File: config.mk
export PLATFORM = sky130hd
export DESIGN_NAME = pipelined_add_sub_flat
export DESIGN_NICKNAME = d
export VERILOG_FILES = /design/src/rtl/pipelined_add_sub_pkg.sv /design/src/rtl/pipelined_add_sub_if.sv /design/src/rtl/pipelined_add_sub_cla_slice.sv /design/src/rtl/pipelined_add_sub.sv /design/src/flat_wrapper.sv
export SDC_FILE = /design/constraint.sdc
export NUM_CORES = 1
export LEC_CHECK = 0
export CORE_MARGIN = 3
export CORE_UTILIZATION = 30
export CTS_CLUSTER_DIAMETER = 60
export DETAILED_ROUTE_END_ITERATION = 7
export GPL_TIMING_DRIVEN = 0
export PLACE_DENSITY = 0.57
export SYNTH_ARGS = -nofsm -noshare
export SYNTH_HDL_FRONTEND = slang
export SYNTH_SLANG_ARGS = --single-unit
File: constraint.sdc
create_clock -name clk -period 4 [get_ports clk]
set_input_delay 1.2 -clock clk [delete_from_list [all_inputs] [get_ports clk]]
set_output_delay 1.2 -clock clk [all_outputs]
set_load 0.05 [all_outputs]
File: src/rtl/pipelined_add_sub_pkg.sv
// Shared constants for the pipelined adder/subtractor: operation encodings,
// Flags bit positions and the slice-0 carry-in rule.
`ifndef PIPELINED_ADD_SUB_DEFS
`define PIPELINED_ADD_SUB_DEFS
`define PAS_OP_ADD  2'b00
`define PAS_OP_SUB  2'b01
`define PAS_OP_ADC  2'b10
`define PAS_OP_SBB  2'b11
`define PAS_FLAG_C  3
`define PAS_FLAG_V  2
`define PAS_FLAG_N  1
`define PAS_FLAG_Z  0
`endif

package pipelined_add_sub_pkg;

    typedef enum logic [1:0] {
        OP_ADD = `PAS_OP_ADD,
        OP_SUB = `PAS_OP_SUB,
        OP_ADC = `PAS_OP_ADC,
        OP_SBB = `PAS_OP_SBB
    } op_e;

    localparam int unsigned FLAG_C = `PAS_FLAG_C;
    localparam int unsigned FLAG_V = `PAS_FLAG_V;
    localparam int unsigned FLAG_N = `PAS_FLAG_N;
    localparam int unsigned FLAG_Z = `PAS_FLAG_Z;

    // Plain add/sub use Op[0] as carry-in (0 for add, 1 for two's-complement
    // subtract); the chained forms take the external Cin instead.
    function automatic logic slice0_carry(input logic [1:0] op, input logic cin);
        return op[1] ? cin : op[0];
    endfunction

endpackage

File: src/rtl/pipelined_add_sub_if.sv
// Operand/result handshake bundle for pipelined_add_sub.
interface pipelined_add_sub_if #(
    parameter int WIDTH = 32
);
    logic             in_valid;
    logic             in_ready;
    logic [WIDTH-1:0] A;
    logic [WIDTH-1:0] B;
    logic [1:0]       Op;
    logic             Cin;
    logic             Sat;
    logic             out_valid;
    logic             out_ready;
    logic [WIDTH-1:0] Sum;
    logic [3:0]       Flags;

    modport master (
        output in_valid, A, B, Op, Cin, Sat, out_ready,
        input  in_ready, out_valid, Sum, Flags
    );

    modport slave (
        input  in_valid, A, B, Op, Cin, Sat, out_ready,
        output in_ready, out_valid, Sum, Flags
    );
endinterface

File: src/rtl/pipelined_add_sub_cla_slice.sv
// Carry-look-ahead adder slice: GROUP-bit look-ahead groups chained by their
// group carries.
module cla_slice #(
    parameter int WIDTH = 16,
    parameter int GROUP = 4
) (
    input  logic [WIDTH-1:0] a,
    input  logic [WIDTH-1:0] b,
    input  logic             ci,
    output logic [WIDTH-1:0] sum,
    output logic             co
);
    localparam int unsigned NGROUP = WIDTH / GROUP;

    logic [WIDTH-1:0] gen;
    logic [WIDTH-1:0] prop;
    logic [WIDTH:0]   carry;
    logic             pre_g;
    logic             pre_p;

    assign gen  = a & b;
    assign prop = a ^ b;

    // Every bit carry is a prefix (generate, propagate) of its group applied to
    // the group carry-in, so only group carries chain between groups.
    always_comb begin
        carry    = '0;
        carry[0] = ci;
        pre_g    = 1'b0;
        pre_p    = 1'b1;
        for (int unsigned n = 0; n < NGROUP; n++) begin
            pre_g = 1'b0;
            pre_p = 1'b1;
            for (int unsigned i = 0; i < GROUP; i++) begin
                pre_g = gen[n*GROUP+i] | (prop[n*GROUP+i] & pre_g);
                pre_p = pre_p & prop[n*GROUP+i];
                carry[n*GROUP+i+1] = pre_g | (pre_p & carry[n*GROUP]);
            end
        end
    end

    assign sum = prop ^ carry[WIDTH-1:0];
    assign co  = carry[WIDTH];
endmodule

File: src/rtl/pipelined_add_sub.sv
// Pipelined add/subtract with optional signed saturation. Stage k adds slice k
// using the carry registered by stage k-1; the last stage also forms the flags
// and the saturated result. Each stage holds one beat with valid/ready flow.
module pipelined_add_sub
    import pipelined_add_sub_pkg::*;
#(
    parameter int WIDTH  = 32,
    parameter int GROUP  = 4,
    parameter int STAGES = 2
) (
    input logic                clk,
    input logic                rst,
    pipelined_add_sub_if.slave bus
);
    localparam int          SLICE = WIDTH / STAGES;
    localparam int unsigned LAST  = STAGES - 1;
    localparam logic [WIDTH-1:0] SAT_MAX = {1'b0, {(WIDTH-1){1'b1}}};
    localparam logic [WIDTH-1:0] SAT_MIN = {1'b1, {(WIDTH-1){1'b0}}};

    // Registered stage state
    logic [STAGES-1:0] vld_q;
    logic [WIDTH-1:0]  a_q   [STAGES];
    logic [WIDTH-1:0]  bx_q  [STAGES];
    logic [WIDTH-1:0]  sum_q [STAGES];
    logic              c_q   [STAGES];
    logic              sat_q [STAGES];
    logic [3:0]        flags_q;

    // Values presented to each stage by its upstream neighbour
    logic [STAGES-1:0] vld_d;
    logic [WIDTH-1:0]  a_d   [STAGES];
    logic [WIDTH-1:0]  bx_d  [STAGES];
    logic [WIDTH-1:0]  sum_d [STAGES];
    logic              c_d   [STAGES];
    logic              sat_d [STAGES];

    logic [SLICE-1:0]  s_slice  [STAGES];
    logic              co_slice [STAGES];
    logic [WIDTH-1:0]  sum_n    [STAGES];
    logic [STAGES-1:0] rdy;

    logic [WIDTH-1:0]  res;
    logic [3:0]        flags_n;
    logic              cmsb;
    logic              ovf;

    for (genvar k = 0; k < STAGES; k++) begin : g_stage
        if (k == 0) begin : g_head
            assign vld_d[k] = bus.in_valid;
            assign a_d[k]   = bus.A;
            assign bx_d[k]  = bus.B ^ {WIDTH{bus.Op[0]}};
            assign sum_d[k] = '0;
            assign c_d[k]   = slice0_carry(bus.Op, bus.Cin);
            assign sat_d[k] = bus.Sat;
        end else begin : g_tail
            assign vld_d[k] = vld_q[k-1];
            assign a_d[k]   = a_q[k-1];
            assign bx_d[k]  = bx_q[k-1];
            assign sum_d[k] = sum_q[k-1];
            assign c_d[k]   = c_q[k-1];
            assign sat_d[k] = sat_q[k-1];
        end

        cla_slice #(
            .WIDTH (SLICE),
            .GROUP (GROUP)
        ) u_cla (
            .a   (a_d[k][k*SLICE +: SLICE]),
            .b   (bx_d[k][k*SLICE +: SLICE]),
            .ci  (c_d[k]),
            .sum (s_slice[k]),
            .co  (co_slice[k])
        );
    end

    // Ready ripples back from the consumer: a stage may load when it is empty
    // or its occupant moves on this cycle.
    always_comb begin
        rdy       = '0;
        rdy[LAST] = ~vld_q[LAST] | bus.out_ready;
        for (int unsigned i = 1; i < STAGES; i++) begin
            rdy[STAGES-1-i] = ~vld_q[STAGES-1-i] | rdy[STAGES-i];
        end
    end

    // Merge each stage's fresh slice into the partial result it forwards.
    always_comb begin
        for (int unsigned k = 0; k < STAGES; k++) begin
            sum_n[k] = sum_d[k];
            sum_n[k][k*SLICE +: SLICE] = s_slice[k];
        end
    end

    // Final stage: overflow from the MSB carries, saturation, then N/Z on the
    // saturated value. Carry into the MSB is recovered as a ^ b ^ sum there.
    always_comb begin
        res  = sum_n[LAST];
        cmsb = a_d[LAST][WIDTH-1] ^ bx_d[LAST][WIDTH-1] ^ sum_n[LAST][WIDTH-1];
        ovf  = cmsb ^ co_slice[LAST];
        if (sat_d[LAST] && ovf) begin
            res = a_d[LAST][WIDTH-1] ? SAT_MIN : SAT_MAX;
        end
        flags_n         = '0;
        flags_n[FLAG_C] = co_slice[LAST];
        flags_n[FLAG_V] = ovf;
        flags_n[FLAG_N] = res[WIDTH-1];
        flags_n[FLAG_Z] = (res == '0);
    end

    // Stage registers: load on ready, payload only when a real beat arrives.
    always_ff @(posedge clk) begin
        if (rst) begin
            vld_q   <= '0;
            flags_q <= '0;
            for (int unsigned k = 0; k < STAGES; k++) begin
                a_q[k]   <= '0;
                bx_q[k]  <= '0;
                sum_q[k] <= '0;
                c_q[k]   <= 1'b0;
                sat_q[k] <= 1'b0;
            end
        end else begin
            for (int unsigned k = 0; k < STAGES; k++) begin
                if (rdy[k]) begin
                    vld_q[k] <= vld_d[k];
                    if (vld_d[k]) begin
                        a_q[k]   <= a_d[k];
                        bx_q[k]  <= bx_d[k];
                        c_q[k]   <= co_slice[k];
                        sat_q[k] <= sat_d[k];
                        if (k == LAST) begin
                            sum_q[k] <= res;
                        end else begin
                            sum_q[k] <= sum_n[k];
                        end
                    end
                end
            end
            if (rdy[LAST] && vld_d[LAST]) begin
                flags_q <= flags_n;
            end
        end
    end

    assign bus.in_ready  = rdy[0] & ~rst;
    assign bus.out_valid = vld_q[LAST];
    assign bus.Sum       = sum_q[LAST];
    assign bus.Flags     = flags_q;
endmodule

File: src/flat_wrapper.sv
// flat-port wrapper written by rule: the top's interface ports become plain ports
module pipelined_add_sub_flat import pipelined_add_sub_pkg::*;
#(
    parameter int WIDTH  = 32,
    parameter int GROUP  = 4,
    parameter int STAGES = 2
)
  (clk, rst, bus_in_valid, bus_A, bus_B, bus_Op, bus_Cin, bus_Sat, bus_out_ready, bus_in_ready, bus_out_valid, bus_Sum, bus_Flags);
  pipelined_add_sub_if #(.WIDTH(WIDTH)) bus_i ();
  input logic clk;
  input logic rst;
  input wire logic [$bits(bus_i.in_valid)-1:0] bus_in_valid;
  input wire logic [$bits(bus_i.A)-1:0] bus_A;
  input wire logic [$bits(bus_i.B)-1:0] bus_B;
  input wire logic [$bits(bus_i.Op)-1:0] bus_Op;
  input wire logic [$bits(bus_i.Cin)-1:0] bus_Cin;
  input wire logic [$bits(bus_i.Sat)-1:0] bus_Sat;
  input wire logic [$bits(bus_i.out_ready)-1:0] bus_out_ready;
  output wire logic [$bits(bus_i.in_ready)-1:0] bus_in_ready;
  output wire logic [$bits(bus_i.out_valid)-1:0] bus_out_valid;
  output wire logic [$bits(bus_i.Sum)-1:0] bus_Sum;
  output wire logic [$bits(bus_i.Flags)-1:0] bus_Flags;
  assign bus_i.in_valid = bus_in_valid;
  assign bus_i.A = bus_A;
  assign bus_i.B = bus_B;
  assign bus_i.Op = bus_Op;
  assign bus_i.Cin = bus_Cin;
  assign bus_i.Sat = bus_Sat;
  assign bus_i.out_ready = bus_out_ready;
  assign bus_in_ready = bus_i.in_ready;
  assign bus_out_valid = bus_i.out_valid;
  assign bus_Sum = bus_i.Sum;
  assign bus_Flags = bus_i.Flags;
  pipelined_add_sub #(.WIDTH(WIDTH), .GROUP(GROUP), .STAGES(STAGES)) u_core (.clk(clk), .rst(rst), .bus(bus_i));
endmodule
==> impl_results.md, run 1 <==
* Initial antenna violation count at 0
* Total CTS buffers at 9
* PortBufs at ~110
* PwrDens at a little over 400 nW/um^2
* R2R setup slack at 0.21 ns
* Final Setup Violations at 0
* # clock sinks at 88
* Max-Cap Viols at 0
* Core area at between 15000 and 20000 sq um
* Crit. End Element: flip-flop
* Antenna-violating nets left at 0
* Period utilization at 94.7%
* CP Class: reg -> reg
* Grt total ovfl at 0
* Minimum clock period at 3.79 ns
* Most common cell on crit path: nor4_1
* Share of Yosys cell area claimed by the top area cell type at between 40% and 50%
* Ranking of synthesized cells by area: edfxtp_1 47%, ha_1 7.6%, xor2_1 4.8%
* H-tree Lvls at 3
* Worst setup margin at about 0.21 ns
* Die H at 139 um
* Register area share after synthesis at 49.0%
* DP Worst Slack at -0.563 ns
* # diodes at 0
* WP data arrival at 4.06 ns
* Final GP Congestion at ~0.9
* DR pass1 iterations at 4
* Post-synth cell types at 54
* Final Core Density at 41.3%
* DIE WIDTH at between 100 and 150 um
* Final #Nets at between 700 and 800
* Worst min path class: reg -> reg
* CTS max path bufs at 2
* Pleak at 0.00267 uW
* Most frequent cells in the layout: 106 x clkdlybuf4s50_1, 82 x edfxtp_1, 52 x nor2_1, 46 x nand2_1, 32 x ha_1
* I/O pins at 110
* Final hold violations at 0
* Final std cells w/o fill at between 800 and 900
* DR WL/cell at roughly 15 um
* Hold slack at 0.508 ns
* Area leader, netlist: edfxtp_1
* DR WL met2 at 5570 um
* Num rows at 47
* DP Cell Count at 798
* Top FF cell, synth: edfxtp_1
* Initial Util at 31.2%
* CP max FO at 5
* Clk_skew at 0.00935 ns
* YS warnings at 0
* Vias in the first global route at 3992
* Most common cell after layout, fill and taps aside: clkdlybuf4s50_1
* Layout area overhead at 32.1%
* Maximum VDD drop at 237 uV
* Mapped Cells at 470
* Worst-margin pin slew at about 1.1 ns
* Cell at the slowest stage of the critical path: fa_1
* Gr usage total at a little over an eighth
* First-pass GRT wire length at ~20000 um
* Status: completed
* DRC viols at 0
* Worst path max stage delay at 0.54 ns
* DRT Wirelength at 12300 um
* CTS tree: done
* Share of cells above drive strength 1 at between 10% and 20%
* Slew Viols, Final at 0
* Max_slew headroom at 23.4%
* Top Layer Used: met4
* DR vias/cell at roughly 4.6
* Clk root buf: clkbuf_16
* CP startpoint kind: flip-flop
* WP data required at 4.27 ns
* Syn_nets at between 500 and 600
* EDFF count, synth at 82
* Asr flop ratio synth at 0%
* Largest net degree at the start of global routing at between 40 and 50
* CP cell instances: ha_1 -> a211oi_4 -> nor4_4 -> o311ai_4 -> o21bai_1 -> fa_1 -> nor4_1 -> nand4_1 -> nor4_1 -> nand3_1 -> a2111o_1 -> o31ai_4
* Fmax at 264 MHz
* Post-Syn Area per Cell at 11.2 sq um
* Die area at 19200 sq um
* 1st-iter DRT viols at 199
* Met3 Wirelength at 632 um
* Dpl hpwl at approximately 10000 um
* M1 WL at about 5700 um
* Flop and latch count out of synthesis at 88
* Mapped cell area at between 5000 and 6000 sq um
* Via Count at 3780
* Clk slew on worst S/H paths at 0.06 ns
* RSZ-0062 raised after global routing: no
* Clk Latency, worst-skew pair at 0.35 ns
-- synth_stat cells (2+ instances only) --
master	number
edfxtp_1	82
nor2_1	52
nand2_1	46
ha_1	32
xor2_1	29
a21oi_1	23
xnor2_1	23
and2_1	22
a21oi_2	20
inv_1	18
nor3_1	10
o21ai_0	9
clkbuf_1	8
fa_1	8
mux2i_1	7
dfxtp_1	6
nand3_1	6
buf_1	5
nor2b_1	5
nor4_1	5
a211oi_1	4
nand4_1	4
a21boi_0	3
a21o_1	3
buf_2	3
o21bai_1	3
o22ai_1	3
a31o_2	2
buf_6	2
o211ai_1	2
o21ai_1	2
-- metal layers --
layer	vias to the layer above	global-route usage, %
li1	1907	-
met1	1737	17.2
met2	111	20.3
met3	25	2.86
met4	0	6.34
met5	-	0
-- where the power goes --
group          internal [uW]  switching, uW  total (uW)
Combinational            327            481         808
Sequential              1120           43.8        1160
Clock                    488            361         849
-- flip-flops by register name, summed over array words and instances (netlist names) --
| register | flops |
|---|---|
| u_core.bx_q | 16 |
| u_core.sat_q | 1 |
| u_core.bus.Flags | 4 |
| u_core.sum_q | 48 |
| u_core.c_q | 1 |
| u_core.a_q | 16 |
| u_core.vld_q | 2 |
-- path summary, 6_finish.rpt --
path | from | endpoint | cells after the start
hold / removal | u_core.bus.Flags[2] | u_core.bus.Flags[2] | 2
hold reg to reg | u_core.bus.Flags[2] | u_core.bus.Flags[2] | 2
setup reg to reg | u_core.bx_q[0][16] | u_core.bus.Flags[0] | 12
setup / recovery | u_core.bx_q[0][16] | u_core.bus.Flags[0] | 12
-- final cells by class --
cell class	count	area (sq um)
clock buffer	9	225
tap	220	275
multi-input combinational	345	2540
fill	1591	9910
clock inverter	7	77.6
inverter	18	67.6
timing repair buffer	108	1090
buffer	19	110
sequential	88	2580
-- timing repair --
item | CTS | global route
resized for setup | 4 | 5
setup endpoints to repair | 3 | 3
hold buffers | 0 | 0
setup buffers | 0 | 0
hold endpoints to repair | 0 | 0
-- worst max-delay path, delay by kind of cell (launching register included) --
family          cells  cell delay [ns]
compound gates      5             1.48
fa+ha+maj           2             0.89
flops               1             0.41
simple gates        5             0.92
-- cell families (layout without fill, tap and decap cells) --
group	count (synthesis)	in the layout	synth area share, %
adders and majority gates	40	40	10.6
muxes	9	9	1.83
AOI/OAI and AO/OA	86	86	12.2
xor gates and xnor gates	52	52	8.64
and+or+nand+nor	158	158	14.5
buffers and inverters	37	161	3.20
DFF	88	88	49.0
-- per-stage QoR --
stage                     instance area [sq um]  TNS, ns  power, uW
final                                      6970        0       2820
after global routing                       6970        0       2960
after CTS                                  6950        0       2840
after detailed placement                   6640    -2.58       1990
after global placement                     6620    -2.14       1970
after floorplan                            5280        0       1710
Power figures use the tool's default switching activity.
==> run 2, diff against run 1 <==
--- a/config.mk
+++ b/config.mk
@@ -11,6 +11,7 @@
 export DETAILED_ROUTE_END_ITERATION = 7
 export GPL_TIMING_DRIVEN = 0
 export PLACE_DENSITY = 0.57
+export SLEW_MARGIN = 10
 export SYNTH_ARGS = -nofsm -noshare
 export SYNTH_HDL_FRONTEND = slang
 export SYNTH_SLANG_ARGS = --single-unit
==> impl_results.md, run 2 (synthesized netlist as in run 1, its figures left out) <==
* Largest net degree at the start of global routing at 39 (-13%)
* Min-delay src: u_core.bus.Flags[3]
* Final GP Congestion at 0.882 (unchanged)
* PwrDens at 417 nW/um^2 (+3.1%)
* Crit. End Element: flip-flop
* Worst-margin pin slew at 1.13 ns (-0.0198 ns)
* Maximum VDD drop at 223 uV (-6.0%)
* Minimum clock period at 3.85 ns (+0.0570 ns)
* CP startpoint kind: flip-flop
* DR vias/cell at 4.65 (+0.16%)
* WP data required at 4.26 ns (about the same)
* DRT Wirelength at 12300 um (about the same)
* 1st-iter DRT viols at 179 (-10%)
* DR pass1 iterations at 4 (unchanged)
* WP data arrival at 4.11 ns (+0.05 ns)
* Final Core Density at 41.5% (+0.24 points)
* Clk slew on worst S/H paths at 0.06 ns (about the same)
* Top reg by flops: u_core.sum_q
* R2r startpoint: u_core.bx_q[0][16]
* CTS tree: done
* Core area at 16900 sq um (unchanged)
* Fill cells at 1562 (-1.8%)
* Via Count at 3786 (+0.16%)
* P_sw at 868 uW (-2.0%)
* Largest regs: u_core.sum_q (48), u_core.a_q (16), u_core.bx_q (16)
* Status: completed
* Gr usage total at 13.0% (+0.015 points)
* Initial Util at 31.2% (unchanged)
* Max reg flops at 48 (unchanged)
* Final Setup Violations at 0 (unchanged)
* DR WL/cell at 15.2 um (about the same)
* First-pass GRT wire length at 19900 um (-0.48%)
* Crit. Startpoint: u_core.bx_q[0][16]
* Max-Cap Viols at 0 (unchanged)
* # clock sinks at 88 (unchanged)
* Clk Latency, worst-skew pair at 0.34 ns (about the same)
* Die H at 139 um (unchanged)
* DRC viols at 0 (unchanged)
* H-tree Lvls at 3 (unchanged)
* Area of the multi-input gates at 2540 sq um (unchanged)
* Total CTS buffers at 9 (unchanged)
* Dpl hpwl at 10100 um (+0.28%)
* Most common cell after layout, fill and taps aside: clkdlybuf4s50_1
* Final #Nets at 701 (unchanged)
* DP Area at 6640 sq um (unchanged)
* Num rows at 47 (unchanged)
* Share of cells above drive strength 1 at 10.6% (unchanged)
* Final hold violations at 0 (unchanged)
* Clk_skew at 0.00659 ns (-0.00276 ns)
* Max_slew headroom at 24.8% (+1.3 points)
* Grt total ovfl at 0 (unchanged)
* CP max FO at 5 (unchanged)
* FF+latch area at 2580 sq um (unchanged)
* I/O pins at 110 (unchanged)
* Period utilization at 96.2% (+1.4 points)
* CTS max path bufs at 2 (unchanged)
* Sw Share at 29.7% (-1.7 points)
* PortBufs at 107 (unchanged)
* Antenna-violating nets left at 0 (unchanged)
* Slew Viols, Final at 0 (unchanged)
* Final Cell Area at 7010 sq um (+0.59%)
* Most frequent cells in the layout: 106 x clkdlybuf4s50_1, 82 x edfxtp_1, 52 x nor2_1, 46 x nand2_1, 32 x ha_1
* Fmax at 260 MHz (-1.5%)
* Die area at 19200 sq um (unchanged)
* Vias in the first global route at 3982 (-0.25%)
* CP Class: reg -> reg
* Layout area overhead at 32.9%
* Clk root buf: clkbuf_16
* Initial antenna violation count at 0 (unchanged)
* Pleak at 0.00270 uW (+1.0%)
* Hold slack at 0.514 ns (+0.00652 ns)
* Internal power at 2060 uW (+6.4%)
* Worst min path class: reg -> reg
* Comb power frac at 27.7% (-1.0 points)
* Clk pwr share at 32.6% (+2.5 points)
* # diodes at 0 (unchanged)
* Reg power frac at 39.7% (-1.5 points)
* DIE WIDTH at 139 um (unchanged)
==> run 2: final cells by class <==
type,instances,share of cell area (%)
repair buffers,108,15.5
clock buffers,9,3.21
multi-input cells,345,36.2
flip-flops and latches,88,36.8
plain buffers,19,1.57
well taps,220,3.93
clock inverters,7,1.70
inverters,18,0.964
==> run 2: final timing paths <==
check	to	slack (ns)	cells after the start
max	u_core.bus.Flags[0]	0.15	12
min	u_core.bus.Flags[3]	0.51	2
max reg2reg	u_core.bus.Flags[0]	0.15	12
min reg2reg	u_core.bus.Flags[3]	0.51	2
==> run 2: metal layers <==
metal	track usage, %	vias up	wire length, um
li1	-	1901	-
met1	17.2	1765	5680
met2	20.5	103	5680
met3	3.17	17	643
met4	5.77	0	339
met5	0	-	0
==> run 2: power groups by stage <==
| stage | Sequential, uW | Combinational [uW] | Clock, uW |
|---|---|---|---|
| 5_1_grt | 1170 | 886 | 1020 |
| 2_1_floorplan | 1300 | 412 | 0 |
| 6_report | 1160 | 810 | 952 |
| 4_1_cts | 1160 | 812 | 979 |
| 3_5_place_dp | 1180 | 809 | 0 |
| 3_3_place_gp | 1180 | 792 | 0 |
==> run 2: metrics by stage <==
stage	std cells	TNS, ns	worst slack, ns	power (uW)
after floorplan	470	0	0.0254	1710
after global placement	797	-2.14	-0.487	1970
after detailed placement	798	-2.73	-0.581	1990
after CTS	814	0	0.0688	2950
after global routing	814	-0.00476	-0.00476	3080
final	814	0	0.153	2920
==> run 2: worst max-delay path: stages (launching register included) <==
cell and delay [ns]:
edfxtp_1 0.41, ha_1 0.35, a211oi_4 0.35, nor4_4 0.12, o311ai_4 0.38, o21bai_1 0.14
fa_1 0.54, nor4_1 0.30, nand4_1 0.15, nor4_1 0.28, nand3_1 0.11, a2111o_1 0.45
o31ai_4 0.17
==> run 2: what timing repair did <==
item	CTS	global route
buffers inserted	0	0
gates resized for setup	4	5
setup endpoints to repair	3	3
hold endpoints to repair	0	0
cloned	0	0
hold buffers	0	0
==> run 3, diff against run 2 <==
--- a/config.mk
+++ b/config.mk
@@ -10,7 +10,6 @@
 export CTS_CLUSTER_DIAMETER = 60
 export DETAILED_ROUTE_END_ITERATION = 7
 export GPL_TIMING_DRIVEN = 0
-export PLACE_DENSITY = 0.57
 export SLEW_MARGIN = 10
 export SYNTH_ARGS = -nofsm -noshare
 export SYNTH_HDL_FRONTEND = slang
==> impl_results.md, run 3 (synthesized netlist as in run 1, its figures left out) <==
* Critical Path Stages at 12 (unchanged)
* Slew Viols, Final at 0 (unchanged)
* CTS tree: done
* H-tree Lvls at 3 (unchanged)
* Core area at 16900 sq um (unchanged)
* DR pass1 iterations at 5 (+1)
* Final std cells w/o fill at 814 (unchanged)
* WP data arrival at 4.07 ns (-0.04 ns)
* Status: completed
* CTS max path bufs at 2 (unchanged)
* Pleak at 0.00267 uW (-1.2%)
* Clk slew on worst S/H paths at 0.06 ns (about the same)
* Comb power frac at 29.6% (+1.9 points)
* Final #Nets at 701 (unchanged)
* Top reg by flops: u_core.sum_q
* Total CTS buffers at 9 (unchanged)
* Max-Cap Viols at 0 (unchanged)
* Most common cell on crit path: nor4_1
* Initial antenna violation count at 0 (unchanged)
* Die H at 139 um (unchanged)
* Worst min path class: reg -> reg
* PortBufs at 107 (unchanged)
* Dpl hpwl at 10000 um (-0.11%)
* Bufs and invs on worst path at 0 (unchanged)
* 1st-iter DRT viols at 229 (+28%)
* Worst-margin pin slew at 1.15 ns (+0.0180 ns)
* Crit. End Element: flip-flop
* Cell family with most CP delay: compound AO/OA/AOI/OAI gates
* Cell at the slowest stage of the critical path: fa_1
* Final Setup Violations at 0 (unchanged)
* Die area at 19200 sq um (unchanged)
* Fmax at 263 MHz (+1.0%)
* Hold slack at 0.523 ns (+0.00912 ns)
* Num rows at 47 (unchanged)
* CP Class: reg -> reg
* Most common cell after layout, fill and taps aside: clkdlybuf4s50_1
* Largest regs: u_core.sum_q (48), u_core.a_q (16), u_core.bx_q (16)
* # clock sinks at 88 (unchanged)
* DR WL/cell at 15.2 um (about the same)
* First-pass GRT wire length at 19800 um (-0.73%)
* Share of cells above drive strength 1 at 10.3% (-0.34 points)
* Minimum clock period at 3.81 ns (-0.0391 ns)
* Clk pwr share at 27.9% (-4.7 points)
* CP startpoint kind: flip-flop
* Hold_buf cts at 0 (unchanged)
* Internal power at 1870 uW (-9.2%)
* Max_slew headroom at 23.6% (-1.2 points)
* DR vias/cell at 4.69 (+0.90%)
* Clk Latency, worst-skew pair at 0.33 ns (about the same)
* Largest net degree at the start of global routing at 40 (+2.6%)
* # diodes at 0 (unchanged)
* I/O pins at 110 (unchanged)
* Final GP Congestion at 0.862 (-2.2%)
* PwrDens at 394 nW/um^2 (-5.4%)
* Via Count at 3820 (+0.90%)
* Clk_skew at 0.00807 ns (+0.00148 ns)
* R2R setup slack at 0.19 ns (+0.04 ns)
* P_sw at 868 uW (about the same)
* DIE WIDTH at 139 um (unchanged)
* Setup total negative slack at 0 ns (unchanged)
* Max reg flops at 48 (unchanged)
* Sw Share at 31.8% (+2.1 points)
* Worst reg-to-reg path cell count at 12 (unchanged)
* Period utilization at 95.2% (-0.98 points)
* Worst setup margin at 0.192 ns (+0.0391 ns)
* Clk root buf: clkbuf_16
* Hold Path Depth at 2 (unchanged)
* Most frequent cells in the layout: 106 x clkdlybuf4s50_1, 82 x edfxtp_1, 52 x nor2_1, 46 x nand2_1, 32 x ha_1
* Initial Util at 31.2% (unchanged)
* Final hold violations at 0 (unchanged)
* DRC viols at 0 (unchanged)
* DP Cell Count at 798 (unchanged)
* DRT Wirelength at 12300 um (about the same)
* Vias in the first global route at 3915 (-1.7%)
* Layout area overhead at 31.5%
* Grt total ovfl at 0 (unchanged)
* CP max FO at 5 (unchanged)
* Gr usage total at 12.8% (-0.22 points)
* Antenna-violating nets left at 0 (unchanged)
* WP data required at 4.26 ns (about the same)
* Reg power frac at 42.4% (+2.7 points)
* CP cell instances: ha_1 -> a211oi_4 -> nor4_4 -> o311ai_4 -> o21bai_1 -> fa_1 -> nor4_1 -> nand4_1 -> nor4_1 -> nand3_1 -> a2111o_1 -> o31ai_4
* DP Worst Slack at -0.540 ns (+0.0406 ns)
* Maximum VDD drop at 215 uV (-3.4%)
* RSZ-0062 raised after global routing: no
* Worst path max stage delay at 0.54 ns (about the same)
-- run 3: routing by layer --
layer  share of wire [%]  global-route usage (%)  up-vias
li1                    -                       -     1900
met1                  45                    17.0     1768
met2                  46                    20.5      130
met3                 6.2                    2.90       22
met4                 2.4                    4.89        0
met5                   0                       0        -
-- run 3: path summary, 6_finish.rpt --
kind / from / end
worst max-delay path: u_core.a_q[0][16] / u_core.bus.Flags[0]
worst min-delay path: u_core.bus.Flags[1] / u_core.bus.Flags[1]
worst max register to register: u_core.a_q[0][16] / u_core.bus.Flags[0]
worst min register to register: u_core.bus.Flags[1] / u_core.bus.Flags[1]
-- run 3: final cells by class --
class	count	area, sq um
fillers	1565	9940
plain buffers	19	110
inverters	18	67.6
well taps	220	275
clock inverters	5	35.0
multi-input cells	345	2540
flip-flops and latches	88	2580
repair buffers	108	1090
clock buffers	11	233
-- run 3: repair_timing --
item / CTS / global route
gates resized for setup: 4 / 4
gates cloned: 0 / 0
endpoints found under the setup margin: 3 / 3
setup buffers: 0 / 0
-- run 3: power groups by stage --
stage	clock network (uW)	logic (uW)	registers, uW
2_1_floorplan	0	412	1300
3_3_place_gp	0	791	1180
3_5_place_dp	0	808	1180
4_1_cts	780	811	1160
5_1_grt	819	885	1170
6_report	763	811	1160
-- run 3: per-stage QoR --
step                      cell area [sq um]  power (uW)  utilization (%)
final                                  6930        2730             41.1
after global routing                   6930        2870             41.1
after CTS                              6910        2750             41.0
after detailed placement               6640        1990             39.4
after global placement                 6620        1970             39.2
after floorplan                        5280        1710                -
-- run 3: worst min-delay path, cell delays in order (launching register included) --
cell and delay, ns:
dfxtp_1 0.32, nor2_1 0.10, a211oi_1 0.05
